===== src/rtl/start_seq_ctrl_if.sv =====
// start_seq_ctrl_if: control inputs and status outputs of the start sequencer
interface start_seq_ctrl_if;
    logic       start;
    logic       abort;
    logic       false_start;
    logic       fault_clr;
    logic [2:0] state;
    logic       ready_lamp;
    logic       set_lamp;
    logic       go_lamp;
    logic       busy;
    logic       done;
    logic       fault;
    modport master (
        output start, abort, false_start, fault_clr,
        input  state, ready_lamp, set_lamp, go_lamp, busy, done, fault
    );
    modport slave (
        input  start, abort, false_start, fault_clr,
        output state, ready_lamp, set_lamp, go_lamp, busy, done, fault
    );
endinterface


===== src/rtl/start_seq_ctrl.sv =====
// start_seq_ctrl: READY/SET/GO race-start sequencer with abort and false-start fault
module start_seq_ctrl #(
    parameter int CNT_W     = 8,
    parameter int READY_CYC = 16,
    parameter int SET_CYC   = 16,
    parameter int GO_CYC    = 8
) (
    input logic clk,
    input logic rst_n,
    start_seq_ctrl_if.slave bus
);
    typedef enum logic [2:0] {
        IDLE  = 3'd0,
        READY = 3'd1,
        SET   = 3'd2,
        GO    = 3'd3,
        FAULT = 3'd4
    } state_t;
    localparam logic [CNT_W-1:0] READY_LD = CNT_W'(READY_CYC - 1);
    localparam logic [CNT_W-1:0] SET_LD   = CNT_W'(SET_CYC - 1);
    localparam logic [CNT_W-1:0] GO_LD    = CNT_W'(GO_CYC - 1);
    state_t           state_q, state_d;
    logic [CNT_W-1:0] cnt_q, cnt_d;
    logic             done_q, done_d;
    // next state: abort beats false_start beats dwell expiry; done only on a natural GO exit
    always_comb begin
        state_d = state_q;
        done_d  = 1'b0;
        case (state_q)
            IDLE:    if (bus.start && !bus.abort) state_d = READY;
            READY:   state_d = bus.abort ? IDLE : bus.false_start ? FAULT : (cnt_q == '0) ? SET : READY;
            SET:     state_d = bus.abort ? IDLE : bus.false_start ? FAULT : (cnt_q == '0) ? GO : SET;
            GO: begin
                state_d = (bus.abort || cnt_q == '0) ? IDLE : GO;
                done_d  = !bus.abort && cnt_q == '0;
            end
            FAULT:   if (bus.fault_clr) state_d = IDLE;
            default: state_d = IDLE;
        endcase
        cnt_d = (state_d != state_q) ? ((state_d == READY) ? READY_LD :
                                        (state_d == SET)   ? SET_LD   :
                                        (state_d == GO)    ? GO_LD    : '0)
                                     : (cnt_q != '0) ? cnt_q - 1'b1 : cnt_q;
    end
    // state, dwell counter and registered done pulse
    always_ff @(posedge clk or negedge rst_n) begin
        if (!rst_n) begin
            state_q <= IDLE;
            cnt_q   <= '0;
            done_q  <= 1'b0;
        end else begin
            state_q <= state_d;
            cnt_q   <= cnt_d;
            done_q  <= done_d;
        end
    end
    assign bus.state      = state_q;
    assign bus.ready_lamp = state_q == READY;
    assign bus.set_lamp   = state_q == SET;
    assign bus.go_lamp    = state_q == GO;
    assign bus.busy       = state_q == READY || state_q == SET || state_q == GO;
    assign bus.fault      = state_q == FAULT;
    assign bus.done       = done_q;
endmodule


===== src/flat_wrapper.sv =====
// flat-port wrapper written by rule: the top's interface ports become plain ports
module start_seq_ctrl_flat 
#(
    parameter int CNT_W     = 8,
    parameter int READY_CYC = 16,
    parameter int SET_CYC   = 16,
    parameter int GO_CYC    = 8
)
  (clk, rst_n, bus_start, bus_abort, bus_false_start, bus_fault_clr, bus_state, bus_ready_lamp, bus_set_lamp, bus_go_lamp, bus_busy, bus_done, bus_fault);
  start_seq_ctrl_if bus_i ();
  input logic clk;
  input logic rst_n;
  input wire logic [$bits(bus_i.start)-1:0] bus_start;
  input wire logic [$bits(bus_i.abort)-1:0] bus_abort;
  input wire logic [$bits(bus_i.false_start)-1:0] bus_false_start;
  input wire logic [$bits(bus_i.fault_clr)-1:0] bus_fault_clr;
  output wire logic [$bits(bus_i.state)-1:0] bus_state;
  output wire logic [$bits(bus_i.ready_lamp)-1:0] bus_ready_lamp;
  output wire logic [$bits(bus_i.set_lamp)-1:0] bus_set_lamp;
  output wire logic [$bits(bus_i.go_lamp)-1:0] bus_go_lamp;
  output wire logic [$bits(bus_i.busy)-1:0] bus_busy;
  output wire logic [$bits(bus_i.done)-1:0] bus_done;
  output wire logic [$bits(bus_i.fault)-1:0] bus_fault;
  assign bus_i.start = bus_start;
  assign bus_i.abort = bus_abort;
  assign bus_i.false_start = bus_false_start;
  assign bus_i.fault_clr = bus_fault_clr;
  assign bus_state = bus_i.state;
  assign bus_ready_lamp = bus_i.ready_lamp;
  assign bus_set_lamp = bus_i.set_lamp;
  assign bus_go_lamp = bus_i.go_lamp;
  assign bus_busy = bus_i.busy;
  assign bus_done = bus_i.done;
  assign bus_fault = bus_i.fault;
  start_seq_ctrl #(.CNT_W(CNT_W), .READY_CYC(READY_CYC), .SET_CYC(SET_CYC), .GO_CYC(GO_CYC)) u_core (.clk(clk), .rst_n(rst_n), .bus(bus_i));
endmodule

===== config.mk =====
export PLATFORM = sky130hd
export DESIGN_NAME = start_seq_ctrl_flat
export DESIGN_NICKNAME = d
export VERILOG_FILES = /design/src/rtl/start_seq_ctrl_if.sv /design/src/rtl/start_seq_ctrl.sv /design/src/flat_wrapper.sv
export SDC_FILE = /design/constraint.sdc
export NUM_CORES = 1
export LEC_CHECK = 0
export CAP_MARGIN = 0
export CORE_MARGIN = 1
export CORE_UTILIZATION = 54
export CTS_CLUSTER_SIZE = 20
export DETAILED_ROUTE_END_ITERATION = 6
export PLACE_DENSITY = 0.82
export SLEW_MARGIN = 20
export SYNTH_ARGS = -nofsm -noshare
export SYNTH_HDL_FRONTEND = slang
export SYNTH_SLANG_ARGS = --single-unit

===== constraint.sdc =====
create_clock -name clk -period 5.4 [get_ports clk]
set_input_delay 1.62 -clock clk [delete_from_list [all_inputs] [get_ports clk]]
set_output_delay 1.62 -clock clk [all_outputs]
set_load 0.02 [all_outputs]

# ---- Word-level counts from Yosys, hierarchy flattened
# Cells that the tools add are included.
dict set report totals {
  inputBits 6
  wordCells 38
  reg_bits 12
  out_inout_bits 9
}
dict set report classes {
  n_addsub 1
  mux 16
  eq_ne 8
  reduce_logical 10
}
# op n
set ops {}
lappend ops {{two-way mux 8 bit} 4}
lappend ops {{two-way mux 3 bit} 7}
lappend ops {{case mux 3 bit (5 select lines)} 1}
lappend ops {{equality test 3 x 2 -> 1 bit (second input constant)} 4}
lappend ops {{logical NOT 8 bit} 1}
lappend ops {{nonzero test 8 bit} 1}
lappend ops {{subtractor 8 x 1 -> 8 bit (second input constant)} 1}
lappend ops {{equality test 3 x 1 -> 1 bit (second input constant)} 2}
lappend ops {{two-way mux 2 bit} 2}
lappend ops {{equality test 3 bit (second input constant)} 1}
lappend ops {{logical NOT 3 bit} 1}
lappend ops {{logical OR 1 bit} 3}
lappend ops {{!= test 3 bit} 1}
lappend ops {{logical AND 1 bit} 2}
lappend ops {{two-way mux 1 bit} 2}
lappend ops {{nonzero test 2 bit} 1}
lappend ops {{logical NOT 1 bit} 1}

# ---- Logic depth before layout (Yosys ltp)
dict set report depth {
  word_depth 10
  mapped_depth 7
}

# ---- Worst setup path before layout
# OpenSTA, ideal clock, no wires.
dict set report synth_timing {
  path_type {register to output}
  start {register u_core.state_q[2], in the netlist u_core.bus.state[2]}
  end {output port bus_ready_lamp}
  arrival_ps 1259
  stages_incl_launch_ff 3
  path_slack_ps 2521
  path_cell_list {dfrtp_1 clkbuf_1 nor3b_1}
}
dict set report synth_between {
  elab_chain_cells 1
}
# element line_no
set synth_rtl {}
lappend synth_rtl {{start: declaration} start_seq_ctrl.sv:22} ;# state_t state_q, state_d;
lappend synth_rtl {{start signal: assignment} start_seq_ctrl.sv:52} ;# state_q <= state_d;
lappend synth_rtl {{equality test 3 x 1 -> 1 bit} start_seq_ctrl.sv:58} ;# assign bus.ready_lamp = state_q == READY;
lappend synth_rtl {{end: declaration} flat_wrapper.sv:18} ;# output wire logic [$bits(bus_i.ready_lamp)-1:0] bus_ready_lamp;
# No other way between the ends.

# ---- Worst setup path in the final report
dict set report layout_timing {
  start {register u_core.state_q[0], in the netlist u_core.bus.state[0]}
  end {output port bus_ready_lamp}
}
# Same word-level chain as after synthesis.

==> summary.txt <==
Status
  – Status: finished clean

Route
  – Total wire length: 1.85 mm
  – DR vias/cell: 6.26
  – Detailed Routing Iterations Pass 1: 4
  – Avg WL per Cell: 15.3 µm
  – DRT iter0 DRCs: 16
  – Post-route DRC: 0
  – Post-DRT Antenna Nets: 0
  – Via count: 758

STA
  – Slew HR: 0.631
  – Fin worst setup slack: 2.00 ns
  – Final Hold Viols: 0
  – Endpoints failing setup: 0
  – Final period util: 0.629
  – Final min period: 3.40 ns
  – Pins Over Slew Limit: 0
  – Fin Clk Skew: 0.00411 ns
  – RSZ-0062 raised after global routing: no
  – FMAX: 294 MHz
  – Slew @ Worst Pin: 0.552 ns
  – Final TNS setup: 0 ns

Flow run
  – Maxcap violations: 0

Yosys
  – Post-synthesis xor/xnor area fraction: 0.0105
  – Largest family of logic cells by synthesized area: simple AND/OR/NAND/NOR gates
  – Yosys reg bits: 12
  – Ys async rst share: 1.00
  – Synthesized area per cell: 9.18 µm²
  – Compound-gate portion of the synthesized area: 0.235
  – Post-Syn Nets: 98
  – Adder-cell share of the synthesized area: 0.0150
  – Synth Instances: 91
  – Post-synthesis cell area: 836 µm²
  – Number of library cell types mapped by synthesis: 43
  – Sequential area share after synthesis: 0.359
  – Synth Area in Simple Gates: 0.329
  – Multiplexer area fraction after synthesis: 0.0120
  – Syn. warnings: 0
  – Post-synth EDFFs: 0
  – Ys flop type: dfrtp_1

Min path
  – Worst Hold Class: flip-flop to flip-flop
  – WHS Path Cells: 1

Global route
  – GRT Util Overall: 0.249
  – Largest net degree at the start of global routing: 14
  – Antenna violations before repair: 0
  – Vias in the first global route: 635
  – GRT Residual Overflow: 0
  – First-pass GRT wire length: 2.66 mm

CTS
  – CTS tree: yes
  – Post-CTS Hold Fix Bufs: 0
  – CTS clk-pin slew, worst paths: 0.08 ns
  – Clk Latency, worst-skew pair: 0.28 ns
  – CTS Buffer Depth: 2
  – CTS H-tree depth: 1
  – Number of CTS-inserted buffers: 3
  – PostCTS Resize Cnt: 0
  – Post-CTS Setup Inserts: 0
  – CTS Root Cell: clkbuf_4
  – CTS Sinks: 12

Setup path
  – Critical path's slowest cell: clkdlybuf4s50_1
  – Peak per-stage delay on the critical path: 0.65 ns
  – Crit path kind: flip-flop to primary output
  – Crit path depth: 2
  – Critical path buffers and inverters: 1
  – Crit. End Element: primary output
  – Cell Chain, Critical Path: nor3b_1 > clkdlybuf4s50_1
  – Cells on worst reg2reg path: 7
  – CP Max Fanout: 13
  – Cell family with most CP delay: buffers and inverters
  – R2R setup slack: 2.89 ns
  – WP data required: 3.78 ns
  – Worst EP arrival: 1.78 ns
  – CP startpoint kind: flip-flop

Cells and area
  – Antenna cells: 0
  – Most frequent cells in the layout: clkdlybuf4s50_1, dfrtp_1, nor2_1
  – Non-filler cells, final: 121
  – Fin area: 0.00101 mm²
  – Layout Area Growth over Synthesis: 20.4%
  – Commonest non-fill, non-tap cell in the layout: clkdlybuf4s50_1
  – Layout cells sized above 1: 0.151
  – NumNets Final: 114

Place
  – PortBufs: 14
  – Routability cong.: 0.804
  – Pre-CTS setup slack: 1.99 ns
  – Dpl cell area: 970 µm²
  – Inst Count DP: 117
  – HPWL Detailed: 1.32 mm

Floorplan
  – Starting Density: 0.612
  – Core footprint: 0.00137 mm²
  – Die Area: 0.00171 mm²
  – Io pins: 15
  – Width of the die: 41.3 µm
  – Die H: 41.3 µm
  – Row Count: 13

Power and ir drop
  – Power Density: 393 mW/mm²
  – Leak: 0.394 nW
  – Power Total: 0.000396 W
  – Peak supply drop: 0.316 mV
==> worst paths after layout <==
kind                                     start                  end
setup reg to reg               u_core.cnt_q[0]      u_core.cnt_q[2]
setup / recovery           u_core.bus.state[0]       bus_ready_lamp
hold reg to reg                u_core.cnt_q[0]      u_core.cnt_q[0]
min in group asynchronous                rst_n  u_core.bus.state[2]
max in group asynchronous                rst_n      u_core.cnt_q[2]
hold / removal                 u_core.cnt_q[0]      u_core.cnt_q[0]
==> report_power, final <==
| part | switching [W] | internal [W] | leakage, nW |
|---|---|---|---|
| Clock | 0.0000334 | 0.0000411 | 0.0210 |
| Sequential | 0.0000380 | 0.000115 | 0.155 |
| Combinational | 0.0000879 | 0.0000798 | 0.218 |
==> layer usage <==
| metal | GRT usage | share of wire |
|---|---|---|
| met5 | 0 | 0 |
| met4 | 0.145 | 0.020 |
| met3 | 0.0319 | 0.051 |
| met2 | 0.410 | 0.46 |
| met1 | 0.311 | 0.47 |
==> through the flow <==
| step | util | hold WS [ns] |
|---|---|---|
| final | 0.736 | 0.582 |
| after detailed placement | 0.710 | 0.555 |
| after floorplan | - | 0.502 |
| after CTS | 0.736 | 0.569 |
| after global placement | 0.710 | 0.527 |
| after global routing | 0.736 | 0.599 |
==> synthesized netlist by cell type, types with 2 or more instances <==
library cell | number | area share
nor3_1 | 5 | 0.030
nand2_1 | 6 | 0.027
nor3b_1 | 4 | 0.036
a21oi_1 | 7 | 0.042
and2_1 | 2 | 0.015
inv_1 | 2 | 0.0090
nor2_1 | 11 | 0.049
nand2b_1 | 2 | 0.015
dfrtp_1 | 12 | 0.36
nand3_1 | 3 | 0.018
o21ai_0 | 3 | 0.018
o211ai_1 | 3 | 0.027
==> cell families (layout without fill, tap and decap cells) <==
kind of cell / after synthesis / in the layout
AO/OA/AOI/OAI: 25 / 25
XOR/XNOR: 1 / 1
adder cells (fa/ha/maj): 1 / 1
buffers and inverters: 5 / 20
flip-flops: 12 / 12
multiplexers: 1 / 1
AND/OR/NAND/NOR: 46 / 46
==> final cells by class <==
cell class	instances	area, µm²
fillers	95	360
repair buffers	14	140
multi-input cells	74	503
flip-flops and latches	12	300
well taps	15	18.8
clock buffers	4	36.3
inverters	2	7.51
==> worst reg2reg max path, stage by stage (launching register included) <==
cell and delay (ns):
dfrtp_1 0.44, inv_1 0.09, ha_1 0.23, or4b_4 0.51
nor2_1 0.42, o211ai_1 0.31, nor3_2 0.29, a221oi_1 0.08
==> registers in the layout, summed over array words and instances, names as in the netlist <==
name / flops
u_core.bus.state: 3
u_core.cnt_q: 8
u_core.bus.done: 1
Note: power is estimated with default switching activity, not from simulation.
